## config.mk

```make
export PLATFORM = sky130hd
export DESIGN_NAME = fwd_hazard_unit
export DESIGN_NICKNAME = d
export VERILOG_FILES = /design/src/rtl/fwd_pkg.sv /design/src/rtl/fwd_match.sv /design/src/rtl/fwd_hazard_unit.sv
export SDC_FILE = /design/constraint.sdc
export NUM_CORES = 1
export LEC_CHECK = 0
export BUFFER_PORTS_ARGS = -buffer_cell sky130_fd_sc_hd__buf_2
export CORE_ASPECT_RATIO = 1.5
export CORE_MARGIN = 2
export CORE_UTILIZATION = 57
export DETAILED_ROUTE_END_ITERATION = 10
export PLACE_DENSITY = 0.81
export SYNTH_ARGS = -nofsm -noshare
export SYNTH_HDL_FRONTEND = slang
export SYNTH_HIERARCHICAL = 1
export SYNTH_SLANG_ARGS = --single-unit
```

## constraint.sdc

```tcl
create_clock -name CLK -period 6.5 [get_ports CLK]
set_input_delay 0.65 -clock CLK [delete_from_list [all_inputs] [get_ports CLK]]
set_output_delay 0.65 -clock CLK [all_outputs]
set_load 0.005 [all_outputs]
```

## src/rtl/fwd_pkg.sv

```systemverilog
// fwd_pkg: shared types and helpers for the forwarding / load-use hazard unit.
//   fwd_entry_t : one in-flight writer {valid, rd, load}; rd is zero-extended to FWD_RD_W
//   FWD_RF      : bypass select value meaning "read the register file"
//   sel_width() : width of one bypass select for a given number of tracked stages
package fwd_pkg;
    localparam int FWD_RD_W = 8;
    localparam int FWD_RF   = 0;

    typedef struct packed {
        logic                valid;
        logic [FWD_RD_W-1:0] rd;
        logic                load;
    } fwd_entry_t;

    function automatic int sel_width(input int depth);
        int w;
        w = $clog2(depth + 1);
        return (w < 1) ? 1 : w;
    endfunction
endpackage

```

## src/rtl/fwd_match.sv

```systemverilog
// fwd_match: priority scan of the shadow pipeline for one EX source operand.
//   ents    : in-flight writers, index 0 = MEM (youngest)
//   src     : source register address, used: operand is actually read
//   hit     : some stage matches; stage: youngest matching stage; is_load: that writer is a load
module fwd_match
    import fwd_pkg::*;
#(
    parameter int RAW   = 5,
    parameter int DEPTH = 2,
    parameter int SW    = 2
) (
    input  fwd_entry_t [DEPTH-1:0] ents,
    input  logic [RAW-1:0]         src,
    input  logic                   used,
    output logic                   hit,
    output logic [SW-1:0]          stage,
    output logic                   is_load
);
    always_comb begin
        hit     = 1'b0;
        stage   = '0;
        is_load = 1'b0;
        // Scan oldest to youngest so the youngest match overwrites older ones.
        for (int k = DEPTH - 1; k >= 0; k--) begin
            if (used && src != '0 && ents[k].valid && ents[k].rd == FWD_RD_W'(src)) begin
                hit     = 1'b1;
                stage   = SW'(k);
                is_load = ents[k].load;
            end
        end
    end
endmodule

```

## src/rtl/fwd_hazard_unit.sv

```systemverilog
// fwd_hazard_unit: operand forwarding select, load-use stall and event counters.
//   CLK, nRST (async active-low)   : clock / reset
//   pipe_en, flush                 : pipeline advance, EX squash
//   ex_regwr, ex_load, ex_rd       : EX instruction's write info
//   ex_src, ex_src_used            : EX source operands (operand i at [i*RAW +: RAW])
//   fwd_sel                        : per-operand bypass (0 = regfile, k = stage k-1)
//   stall                          : load-use hazard
//   fwd_cnt, stall_cnt             : saturating event counters
module fwd_hazard_unit
    import fwd_pkg::*;
#(
    parameter int NSRC       = 2,
    parameter int RAW        = 5,
    parameter int DEPTH      = 2,
    parameter int LOAD_STAGE = 1,
    parameter int CNT_W      = 32,
    localparam int SW        = sel_width(DEPTH)
) (
    input  logic                CLK,
    input  logic                nRST,
    input  logic                pipe_en,
    input  logic                flush,
    input  logic                ex_regwr,
    input  logic                ex_load,
    input  logic [RAW-1:0]      ex_rd,
    input  logic [NSRC*RAW-1:0] ex_src,
    input  logic [NSRC-1:0]     ex_src_used,
    output logic [NSRC*SW-1:0]  fwd_sel,
    output logic                stall,
    output logic [CNT_W-1:0]    fwd_cnt,
    output logic [CNT_W-1:0]    stall_cnt
);
    fwd_entry_t [DEPTH-1:0] ent_q, ent_d;
    logic [CNT_W-1:0]       fwd_cnt_q, fwd_cnt_d, stall_cnt_q, stall_cnt_d;
    logic [NSRC-1:0]        hit, ld;
    logic [SW-1:0]          stg [NSRC];

    for (genvar i = 0; i < NSRC; i++) begin : g_match
        fwd_match #(.RAW(RAW), .DEPTH(DEPTH), .SW(SW)) u_match (
            .ents    (ent_q),
            .src     (ex_src[i*RAW +: RAW]),
            .used    (ex_src_used[i]),
            .hit     (hit[i]),
            .stage   (stg[i]),
            .is_load (ld[i])
        );
    end

    always_comb begin
        stall   = 1'b0;
        fwd_sel = '0;
        for (int i = 0; i < NSRC; i++)
            if (hit[i] && ld[i] && int'(stg[i]) < LOAD_STAGE) stall = 1'b1;
        // A stall discards EX this cycle, so no operand is bypassed.
        for (int i = 0; i < NSRC; i++)
            fwd_sel[i*SW +: SW] = (stall || !hit[i]) ? SW'(FWD_RF) : stg[i] + SW'(1);
    end

    always_comb begin
        ent_d       = ent_q;
        fwd_cnt_d   = fwd_cnt_q;
        stall_cnt_d = stall_cnt_q;
        if (pipe_en) begin
            for (int k = DEPTH - 1; k > 0; k--) ent_d[k] = ent_q[k-1];
            ent_d[0].valid = ex_regwr && !flush && !stall && ex_rd != '0;
            ent_d[0].rd    = FWD_RD_W'(ex_rd);
            ent_d[0].load  = ex_load;
            fwd_cnt_d   = (|fwd_sel && !(&fwd_cnt_q)) ? fwd_cnt_q + CNT_W'(1) : fwd_cnt_q;
            stall_cnt_d = (stall && !(&stall_cnt_q)) ? stall_cnt_q + CNT_W'(1) : stall_cnt_q;
        end
    end

    always_ff @(posedge CLK or negedge nRST) begin
        if (!nRST) begin
            ent_q       <= '0;
            fwd_cnt_q   <= '0;
            stall_cnt_q <= '0;
        end else begin
            ent_q       <= ent_d;
            fwd_cnt_q   <= fwd_cnt_d;
            stall_cnt_q <= stall_cnt_d;
        end
    end

    assign fwd_cnt   = fwd_cnt_q;
    assign stall_cnt = stall_cnt_q;
endmodule

```

# Word-level counts from Yosys, hierarchy flattened
# Cells that the tools add are included.
totals:
  ff_bits: 78
  inputBits: 23
classes:
  n_addsub: 4
  n_lt_le_gt_ge: 2
  eq_ne: 4
  muxes: 16
  reduce_logical: 35
ops:
  columns: ["cell", "n"]
  rows:
  - ["32-bit by 1-bit adder with 32-bit output, second input constant", 2]
  - ["32-bit AND reduction", 2]
  - ["5-bit equality test", 4]
  - ["1-bit logical AND", 19]
  - ["5-bit nonzero test", 3]
  - ["1-bit 2-to-1 mux", 14]
  - ["1-bit zero test", 6]
  - ["2-bit by 1-bit adder with 2-bit output, second input constant", 2]
  - ["2-bit by 1-bit less-than comparator with 1-bit output, second input constant", 2]
  - ["2-bit 2-to-1 mux", 2]
  - ["2-bit AND reduction", 2]
  - ["4-bit OR reduction", 1]
  - ["1-bit logical OR", 2]

# Depth between registers and ports, before layout
# Gate-level depths: netlist of the first run.
depth:
  word_depth: 15
  mapped_depth: 12
  mapped_depth_nobuf: 11

# By module
# The synthesis of the first run kept the hierarchy.
by_module_without_submodules:
  columns: ["mod", "instances", "cells_per_inst", "area_each_um2", "seq_area_each_um2"]
  rows:
  - ["fwd_hazard_unit", 1, 345, 3858.7, 1951.9]
  - ["fwd_match", 2, 26, 207.7, 0.0]

# Worst setup path after synthesis of the first run
# OpenSTA, ideal clock, no wires.
synth_timing:
  path_kind: "input to register"
  from: "in ex_src[6]"
  to: "reg fwd_cnt_q[29], in the netlist fwd_cnt[29]"
  setup_ps: 124
  t_arrival_ps: 2943
  path_slack_ps: 3433
  cell_stages: 12
  cell_sequence: "xnor2_1 -> nand4_1 -> or4_1 -> nor2_1 -> inv_1 -> ha_1 -> a21boi_0 -> o2111ai_1 -> a21oi_2 -> buf_2 -> nand4_1 -> xnor2_1"
synth_rtl:
  columns: ["item", "line", "rtl"]
  rows:
  - ["start, declared", "fwd_hazard_unit.sv:26", "input logic [NSRC*RAW-1:0] ex_src,"]
  - ["end signal, assigned", "fwd_hazard_unit.sv:80", "fwd_cnt_q <= fwd_cnt_d;"]
  - ["end, declared", "fwd_hazard_unit.sv:34", "logic [CNT_W-1:0] fwd_cnt_q, fwd_cnt_d, stall_cnt_q, stall_cnt_d;"]

==> impl_metrics.env, run 1 <==
export IMPL_status="complete, no violations"
export IMPL_crit_type="flop to flop"
export IMPL_dp_slack_ns=2.79
export IMPL_rows=38
export IMPL_antenna_found_initial=0
export IMPL_finalCriticalPeriod_ns=3.47
export IMPL_cts_sinks=78
export IMPL_stdcell_count=605
export IMPL_htreeDepth=3
export IMPL_via_per_inst=5.74
export IMPL_endpoint_kind="flop"
export IMPL_synth_top_area_share_pct=45.7
export IMPL_fin_ws_ns=3.03
export IMPL_postCtsHoldBufs=0
export IMPL_drtPass1Iterations=4
export IMPL_clock_latency_ns=0.35
export IMPL_grt_use_total_pct=24.7
export IMPL_finClkSkew_ns=0.0112
export IMPL_grt_overflow=0
export IMPL_synth_distinct_cells=48
export IMPL_ir_drop_v=0.000154
export IMPL_period_share_pct=53.4
export IMPL_post_synth_cell_area_avg_um2=10.8
export IMPL_clk_pin_slew_worst_paths_ns=0.07
export IMPL_cap_violations=0
export IMPL_dp_cells=590
export IMPL_grt_setup_unrepaired="false"
export IMPL_r2r_slack_ns=3.03
export IMPL_drtAntennaViolNets=0
export IMPL_ys_ff_latch=78
export IMPL_drt_iter0_markers=173
export IMPL_vias=3471
export IMPL_fin_tns_setup_ns=0
export IMPL_final_max_slew_viol_count=0
export IMPL_cp_required_ns=6.72
export IMPL_ys_seq_area_share_pct=45.7
export IMPL_drc=0
export IMPL_netlist_top_cells_count="dfrtp_1 (78), xnor2_1 (66), nand3_1 (34)"
export IMPL_power_leakage_nw=2.34
export IMPL_setup_viol=0
export IMPL_worstReg2RegStart="ent_q[19]$_DFFE_PN0P_"
export IMPL_die_h_um=110
export IMPL_initial_core_util_pct=58.8
export IMPL_gp_congestion=0.876
export IMPL_synth_largest_area_cell="dfrtp_1"
export IMPL_async_flop_share_pct=100
export IMPL_syn_to_final_growth_pct=17.1
export IMPL_startpoint="ent_q[19]$_DFFE_PN0P_"
export IMPL_cts_resized_gates=0
export IMPL_dieArea_um2=8220
export IMPL_wl_um=9580
export IMPL_yosysMostFrequentCell="dfrtp_1"
export IMPL_io_pins=92
export IMPL_yosys_warnings=6
export IMPL_cts_root_buf="clkbuf_8"
export IMPL_fp_coreArea_um2=7270
export IMPL_die_w_um=74.7
export IMPL_tightest_slew_ns=0.966
export IMPL_portBuffers=91
export IMPL_worstPathMaxFanout=15
export IMPL_cts_tree="built"
export IMPL_postCtsSetupRepairBufs=0
export IMPL_drive_gt1_share_pct=28.1
export IMPL_synthTopCellsByArea="dfrtp_1 (46%), xnor2_1 (14%), nand4_1 (4.8%)"
export IMPL_grt_max_degree=79
export IMPL_worstPathArrival_ns=3.69
export IMPL_hpwl_um=7050
export IMPL_grt_first_pass_wirelength_um=15500
export IMPL_synth_edf_count=0
export IMPL_numCtsBuffers=9
export IMPL_clk_path_buf_depth=2
export IMPL_antennaDiodeCount=0
export IMPL_wire_per_inst_um=15.8
export IMPL_synth_top_flop_cell="dfrtp_1"
export IMPL_finalHoldViolCount=0
export IMPL_nets=528
export IMPL_syn_area_um2=4270
export IMPL_grt_pass1_vias=3322
export IMPL_start_kind="flop"
export IMPL_p_per_area_nw_per_um2=180
export IMPL_ff2ff_path_depth=10
export IMPL_p_total_uw=901
export IMPL_timing_fmax_mhz=288
export IMPL_hp_class="primary input to asynchronous set/reset pin"
export IMPL_slew_headroom_pct=35.6
export IMPL_postSynthCellCount=397
-- per-layer routing --
| metal | share of wire, % | routed length (µm) | track usage, % | vias up |
|---|---|---|---|---|
| li1 | - | - | - | 1627 |
| met4 | 2.7 | 255 | 11.5 | 0 |
| met1 | 40 | 3790 | 28.5 | 1699 |
| met5 | 0 | 0 | 0 | - |
| met2 | 53 | 5080 | 43.2 | 121 |
| met3 | 4.7 | 449 | 5.09 | 24 |
-- where the power goes --
| group | switching [mW] | internal (mW) |
|---|---|---|
| registers | 0.0142 | 0.496 |
| logic | 0.0315 | 0.0305 |
| clock network | 0.170 | 0.158 |
-- flip-flops by register name, summed over array words and instances (netlist names) --
register and cells:
fwd_cnt 32, ent_q 14, stall_cnt 32
-- worst paths after layout --
path                                           end
max                        fwd_cnt[11]$_DFFE_PN0P_
min                          ent_q[10]$_DFFE_PN0P_
max reg2reg                fwd_cnt[11]$_DFFE_PN0P_
min reg2reg                fwd_cnt[18]$_DFFE_PN0P_
max in group asynchronous   fwd_cnt[6]$_DFFE_PN0P_
min in group CLK           fwd_cnt[18]$_DFFE_PN0P_
-- worst max-delay path: stages, from the launching register on --
cell	delay, ns
dfrtp_1	0.36
or4b_1	0.51
or4_1	0.51
nor2_1	0.11
inv_1	0.07
ha_1	0.22
a21boi_0	0.31
o2111ai_1	0.29
a21oi_2	0.59
nand3_1	0.20
xnor2_1	0.18
-- kinds of logic (layout without fill, tap and decap cells) --
| kind of cell | Yosys count | count (layout) | share of synthesized area, % |
|---|---|---|---|
| AND/OR/NAND/NOR | 178 | 178 | 26.4 |
| other | 3 | 14 | 0.263 |
| AO/OA/AOI/OAI | 14 | 14 | 2.75 |
| buffers and inverters | 21 | 118 | 2.49 |
| adder cells (fa/ha/maj) | 4 | 4 | 1.17 |
| multiplexers | 17 | 17 | 4.48 |
| XOR/XNOR | 82 | 82 | 16.8 |
| flip-flops | 78 | 78 | 45.7 |
-- placed cells by master, fill, tap and decap left out, types with 2 or more instances in the layout --
master     instances
nor4_4             3
xor2_1            16
o21ai_2            2
nor4_2             4
clkbuf_8          11
nand2b_1           2
nor4b_1            4
clkbuf_1           3
nand4b_1           2
nor2_1            17
or4_1              2
mux2_1             2
xnor2_1           66
inv_1             12
nand3_2            2
or4_4              2
a211oi_1           2
mux2_2            15
and2_1             3
o2111ai_1          2
and3_1            16
dfrtp_1           78
or4b_1             2
buf_2             90
nand4_1           33
a21boi_0           2
nand3_1           34
or3_1              2
conb_1            14
and4_1             9
nor3_1            11
and3_2             2
a21oi_1            2
ha_1               4
nand2_1           20
-- area by class of cell --
cell class | instances | area (µm²)
multi-input combinational | 309 | 2260
sequential | 78 | 1950
tap | 100 | 125
inverter | 12 | 45.0
clock inverter | 1 | 5.00
clock buffer | 14 | 163
timing repair buffer | 91 | 458
fill | 583 | 2270
-- stage by stage --
step | area [µm²] | hold slack (ns) | utilization (%)
6_report | 5000 | 0.432 | 68.8
2_1_floorplan | 4320 | 0.354 | -
5_1_grt | 5000 | 0.521 | 68.8
3_3_place_gp | 4840 | 0.474 | 66.5
3_5_place_dp | 4840 | 0.483 | 66.5
4_1_cts | 5000 | 0.489 | 68.8
(Power assumes the default switching activity.)
==> run 2: changes to the inputs <==
Settings changed: CORE_UTILIZATION 57 to 55, PLACE_DENSITY 0.81 to 0.78.
Clock period 6.5 ns to 3.2 ns, I/O delays scaled along.
==> run 2 against run 1 <==
Worst hold slack worse by 0.30 ns. Largest power group unchanged. Clock skew fell by 0.0062 ns. Critical endpoint is now fwd_cnt[15]$_DFFE_PN0P_. Sequential cell count is the same. Largest cell class unchanged. Combinational power increased by 110%.
==> impl_metrics.env, run 2 (synthesis results as in run 1) <==
export IMPL_stdcell_area_um2=5190
export IMPL_vias=3462
export IMPL_dpl_cell_area_um2=4880
export IMPL_clk_path_buf_depth=2
export IMPL_io_pins=92
export IMPL_timing_fmax_mhz=331
export IMPL_wire_per_inst_um=15.7
export IMPL_layout_common_cells="buf_2 (90), dfrtp_1 (78), xnor2_1 (66)"
export IMPL_drtPass1Iterations=4
export IMPL_fp_coreArea_um2=7560
export IMPL_drc=0
export IMPL_antenna_found_initial=0
export IMPL_finClkSkew_ns=0.00495
export IMPL_drive_gt1_share_pct=30.1
export IMPL_seqCellArea_um2=1950
export IMPL_dp_cells=598
export IMPL_worstReg2RegStart="ent_q[19]$_DFFE_PN0P_"
export IMPL_startpoint="ent_q[19]$_DFFE_PN0P_"
export IMPL_nets=534
export IMPL_hpwl_um=7000
export IMPL_numCtsBuffers=9
export IMPL_cts_tree="built"
export IMPL_stdcell_count=614
export IMPL_utilization_pct=68.7
export IMPL_cp_num_buf_inv=3
export IMPL_syn_to_final_growth_pct=21.5
export IMPL_ir_drop_v=0.000323
export IMPL_worstPathArrival_ns=3.23
export IMPL_whs_ns=0.130
export IMPL_final_common_cell="buf_2"
export IMPL_grt_pass1_vias=3403
export IMPL_crit_path_max_incr_delay_ns=0.53
export IMPL_grt_first_pass_wirelength_um=16300
export IMPL_die_h_um=112
export IMPL_initial_core_util_pct=56.5
export IMPL_tightest_slew_ns=0.965
export IMPL_via_per_inst=5.64
export IMPL_finalHoldViolCount=0
export IMPL_r2r_slack_ns=0.18
export IMPL_period_share_pct=94.4
export IMPL_drt_iter0_markers=251
export IMPL_portBuffers=91
export IMPL_grt_overflow=0
export IMPL_fin_tns_setup_ns=0
export IMPL_p_per_area_nw_per_um2=414
export IMPL_dieArea_um2=8510
export IMPL_crit_type="flop to flop"
export IMPL_path_common_cell="buf_4"
export IMPL_grt_use_total_pct=24.0
export IMPL_drtAntennaViolNets=0
export IMPL_critical_path_top_delay_family="simple AND/OR/NAND/NOR gates"
export IMPL_clk_pin_slew_worst_paths_ns=0.06
export IMPL_endpoint_kind="flop"
export IMPL_start_kind="flop"
export IMPL_slew_headroom_pct=35.7
export IMPL_grt_max_degree=79
export IMPL_cap_violations=0
export IMPL_cp_required_ns=3.41
export IMPL_worstPathMaxFanout=15
export IMPL_power_leakage_nw=2.42
export IMPL_wl_um=9630
export IMPL_finalCriticalPeriod_ns=3.02
export IMPL_setup_viol=0
export IMPL_multiInputGateArea_um2=2280
export IMPL_hp_class="primary input to asynchronous set/reset pin"
export IMPL_final_max_slew_viol_count=0
export IMPL_gp_congestion=0.861
export IMPL_postCtsHoldBufs=0
export IMPL_crit_chain="or4b_1, or4_1, nor2_1, inv_1, ha_1, nand3_2, buf_4, o2111ai_2, a21oi_2, buf_4, nand4_1, xnor2_1"
export IMPL_cp_slowest_cell="or4_1"
export IMPL_clock_latency_ns=0.33
export IMPL_htreeDepth=3
export IMPL_nFillCells=593
export IMPL_postCtsSetupRepairBufs=0
export IMPL_antennaDiodeCount=0
export IMPL_die_w_um=76.0
export IMPL_cts_root_buf="clkbuf_16"
export IMPL_cts_sinks=78
export IMPL_status="complete, no violations"
export IMPL_rows=39
[run 2: routing by layer]
| metal | vias to the layer above | track usage [%] | part of all wire (%) |
|---|---|---|---|
| li1 | 1633 | - | - |
| met1 | 1711 | 28.5 | 40 |
| met2 | 104 | 42.1 | 54 |
| met3 | 14 | 5.35 | 4.5 |
| met4 | 0 | 9.33 | 1.5 |
| met5 | - | 0 | 0 |
[run 2: where the power goes]
group	switching [mW]	leakage (nW)	internal, mW
clock	0.383	0.137	0.602
sequential	0.0274	1.05	1.01
combinational	0.0663	1.24	0.0622
total	0.477	2.42	1.67
[run 2: cell type report]
class	instances	area share [%]
timing repair buffer	97	9.68
multi-input combinational	309	43.9
inverter	12	0.867
sequential	78	37.6
clock buffer	12	4.55
tap	102	2.46
clock inverter	4	0.915
[run 2: worst reg2reg max path, stage by stage (launching register included)]
cell and delay, ns:
dfrtp_1 0.36, or4b_1 0.48, or4_1 0.53, nor2_1 0.11
inv_1 0.08, ha_1 0.24, nand3_2 0.09, buf_4 0.13
o2111ai_2 0.17, a21oi_2 0.19, buf_4 0.22, nand4_1 0.16
xnor2_1 0.16
[run 2: timing repair]
| action | in CTS | in global routing |
|---|---|---|
| pin swaps | 0 | 1 |
| gates cloned | 0 | 0 |
| setup endpoints to repair | 1 | 31 |
| resized for setup | 1 | 6 |
[run 2: stage by stage]
| stage | total power, mW | setup WS (ns) |
|---|---|---|
| CTS | 2.18 | 0.00879 |
| global placement | 1.18 | 0.114 |
| global route | 2.24 | -0.0105 |
| floorplan | 1.13 | 0.293 |
| detailed placement | 1.18 | 0.00741 |
| finish | 2.15 | 0.181 |
[run 2: final timing paths]
path / cells after the start / end
worst max-delay path: 12 / fwd_cnt[15]$_DFFE_PN0P_
worst min-delay path: 1 / ent_q[9]$_DFFE_PN0P_
worst min register to register: 1 / fwd_cnt[18]$_DFFE_PN0P_
max in group asynchronous: 1 / ent_q[14]$_DFFE_PN0P_
worst max register to register: 12 / fwd_cnt[15]$_DFFE_PN0P_
min in group CLK: 2 / ent_q[0]$_DFFE_PN0P_
==> run 3: changes to the inputs <==
==> constraint.sdc (replaced) <==
create_clock -name CLK -period 3.2 [get_ports CLK]
set_input_delay 0.32 -clock CLK [delete_from_list [all_inputs] [get_ports CLK]]
set_output_delay 0.32 -clock CLK [all_outputs]
set_load 0.1 [all_outputs]
==> run 3 against run 2 <==
Sequential power is essentially flat. Final cell count shrank 0.16%. Die area is the same. Setup slack lost 0.040 ns. Clock power grew 4%. First-iteration DRC count shrank 30%. Register-to-register slack is essentially flat. Clock skew grew 0.0010 ns. Sequential share of layout area shrank 0.69 points. Clock-buffer cell count is the same. Critical path depth shrank 4. Global-route usage grew 0.096 points.
==> impl_metrics.env, run 3 (synthesis results as in run 1) <==
export IMPL_top_usage_layer="met2"
export IMPL_grt_first_pass_wirelength_um=16700
export IMPL_cp_endpoint="fwd_sel[0]"
export IMPL_ff2ff_path_depth=11
export IMPL_dieArea_um2=8510
export IMPL_layout_common_cells="buf_2 (86), dfrtp_1 (78), xnor2_1 (66)"
export IMPL_via_per_inst=5.61
export IMPL_io_pins=92
export IMPL_multiInputGateArea_um2=2290
export IMPL_start_kind="flop"
export IMPL_cap_violations=0
export IMPL_crit_path_max_incr_delay_ns=0.51
export IMPL_final_max_slew_viol_count=0
export IMPL_worstPathArrival_ns=2.74
export IMPL_numCtsBuffers=9
export IMPL_final_common_cell="buf_2"
export IMPL_finClkSkew_ns=0.00596
export IMPL_worstReg2RegStart="ent_q[19]$_DFFE_PN0P_"
export IMPL_hp_class="primary input to asynchronous set/reset pin"
export IMPL_die_w_um=76.0
export IMPL_grt_overflow=0
export IMPL_clk_pin_slew_worst_paths_ns=0.05
export IMPL_slew_headroom_pct=35.2
export IMPL_initial_core_util_pct=56.5
export IMPL_finalCriticalPeriod_ns=3.06
export IMPL_setup_viol=0
export IMPL_whs_ns=0.139
export IMPL_cts_sinks=78
export IMPL_power_leakage_nw=2.45
export IMPL_grtUsageMet3_pct=5.27
export IMPL_grt_pass1_vias=3530
export IMPL_period_share_pct=95.6
export IMPL_drtAntennaViolNets=0
export IMPL_p_per_area_nw_per_um2=415
export IMPL_syn_to_final_growth_pct=23.8
export IMPL_ir_drop_v=0.000308
export IMPL_antennaDiodeCount=0
export IMPL_cp_num_buf_inv=2
export IMPL_cp_slowest_cell="or4_1"
export IMPL_timing_fmax_mhz=327
export IMPL_drtPass1Iterations=4
export IMPL_crit_chain="or4b_1, or4_1, nor2_1, inv_1, ha_1, a21boi_2, and3_1, buf_12"
export IMPL_wl_um=9550
export IMPL_gp_congestion=0.872
export IMPL_vias=3441
export IMPL_finalHoldViolCount=0
export IMPL_drt_iter0_markers=175
export IMPL_worstPathMaxFanout=3
export IMPL_startpoint="ent_q[19]$_DFFE_PN0P_"
export IMPL_cts_tree="built"
export IMPL_p_total_mw=2.20
export IMPL_wire_per_inst_um=15.6
export IMPL_r2r_slack_ns=0.19
export IMPL_cp_depth=8
export IMPL_clock_latency_ns=0.33
export IMPL_nFillCells=564
export IMPL_drc=0
export IMPL_met1_usage_pct=28.9
export IMPL_portBuffers=91
export IMPL_rows=39
export IMPL_fp_coreArea_um2=7560
export IMPL_grtUsageMet2_pct=42.1
export IMPL_clk_path_buf_depth=2
export IMPL_antenna_found_initial=0
export IMPL_rr_endpoint="fwd_cnt[15]$_DFFE_PN0P_"
export IMPL_grt_max_degree=79
export IMPL_crit_type="flop to output port"
export IMPL_endpoint_kind="output port"
export IMPL_seqCellArea_um2=1950
export IMPL_critical_path_top_delay_family="simple AND/OR/NAND/NOR gates"
export IMPL_tightest_slew_ns=0.972
export IMPL_grt_setup_unrepaired="true"
export IMPL_drive_gt1_share_pct=30.7
export IMPL_htreeDepth=3
export IMPL_grt_use_total_pct=24.0
export IMPL_hpwl_um=6970
export IMPL_status="complete, no violations"
export IMPL_postCtsSetupRepairBufs=0
export IMPL_cp_required_ns=2.88
export IMPL_nets=534
export IMPL_die_h_um=112
export IMPL_cts_root_buf="clkbuf_16"
run 3: final cells by class:
cell class	instances	share of cell area (%)
flip-flops and latches	78	36.9
repair buffers	97	10.9
well taps	102	2.41
clock buffers	12	4.85
inverters	12	0.851
clock inverters	3	0.828
multi-input cells	309	43.3
run 3: per-stage QoR:
step	cells	TNS [ns]	area [µm²]	util, %	setup slack, ns
6_report	613	0	5290	70.0	0.141
5_1_grt	613	-0.378	5290	70.0	-0.0649
4_1_cts	613	0	5260	69.6	0.00641
3_5_place_dp	598	0	4960	65.5	0.00361
3_3_place_gp	598	0	4960	65.5	0.114
2_1_floorplan	408	0	4320	-	0.229
run 3: timing repair:
| action | CTS | global route |
|---|---|---|
| gates resized for setup | 1 | 8 |
| pin swaps | 0 | 2 |
| setup endpoints to repair | 2 | 37 |
| hold buffers | 0 | 0 |
| gates cloned | 0 | 0 |
run 3: metal layers:
metal  vias up  share of wire, %  routed length (µm)
met1      1684                41                3920
li1       1641                 -                   -
met2       102                53                5020
met4         0               1.6                 155
met5         -                 0                   0
met3        14               4.7                 449
run 3: power by group:
group	switching (mW)	internal (mW)
Clock	0.375	0.642
Combinational	0.0791	0.0626
Sequential	0.0271	1.01
Total	0.481	1.71
run 3: worst min path at each step:
stage | startpoint | endpoint | slack (ns) | cells past startpoint
floorplan | nRST | ent_q[0]$_DFFE_PN0P_ | 0.02 | 0
global placement | fwd_cnt[18]$_DFFE_PN0P_ | fwd_cnt[18]$_DFFE_PN0P_ | 0.48 | 1
detailed placement | stall_cnt[31]$_DFFE_PN0P_ | stall_cnt[31]$_DFFE_PN0P_ | 0.48 | 1
CTS | nRST | ent_q[9]$_DFFE_PN0P_ | 0.19 | 1
global route | nRST | ent_q[9]$_DFFE_PN0P_ | 0.22 | 1
finish | nRST | ent_q[9]$_DFFE_PN0P_ | 0.14 | 1
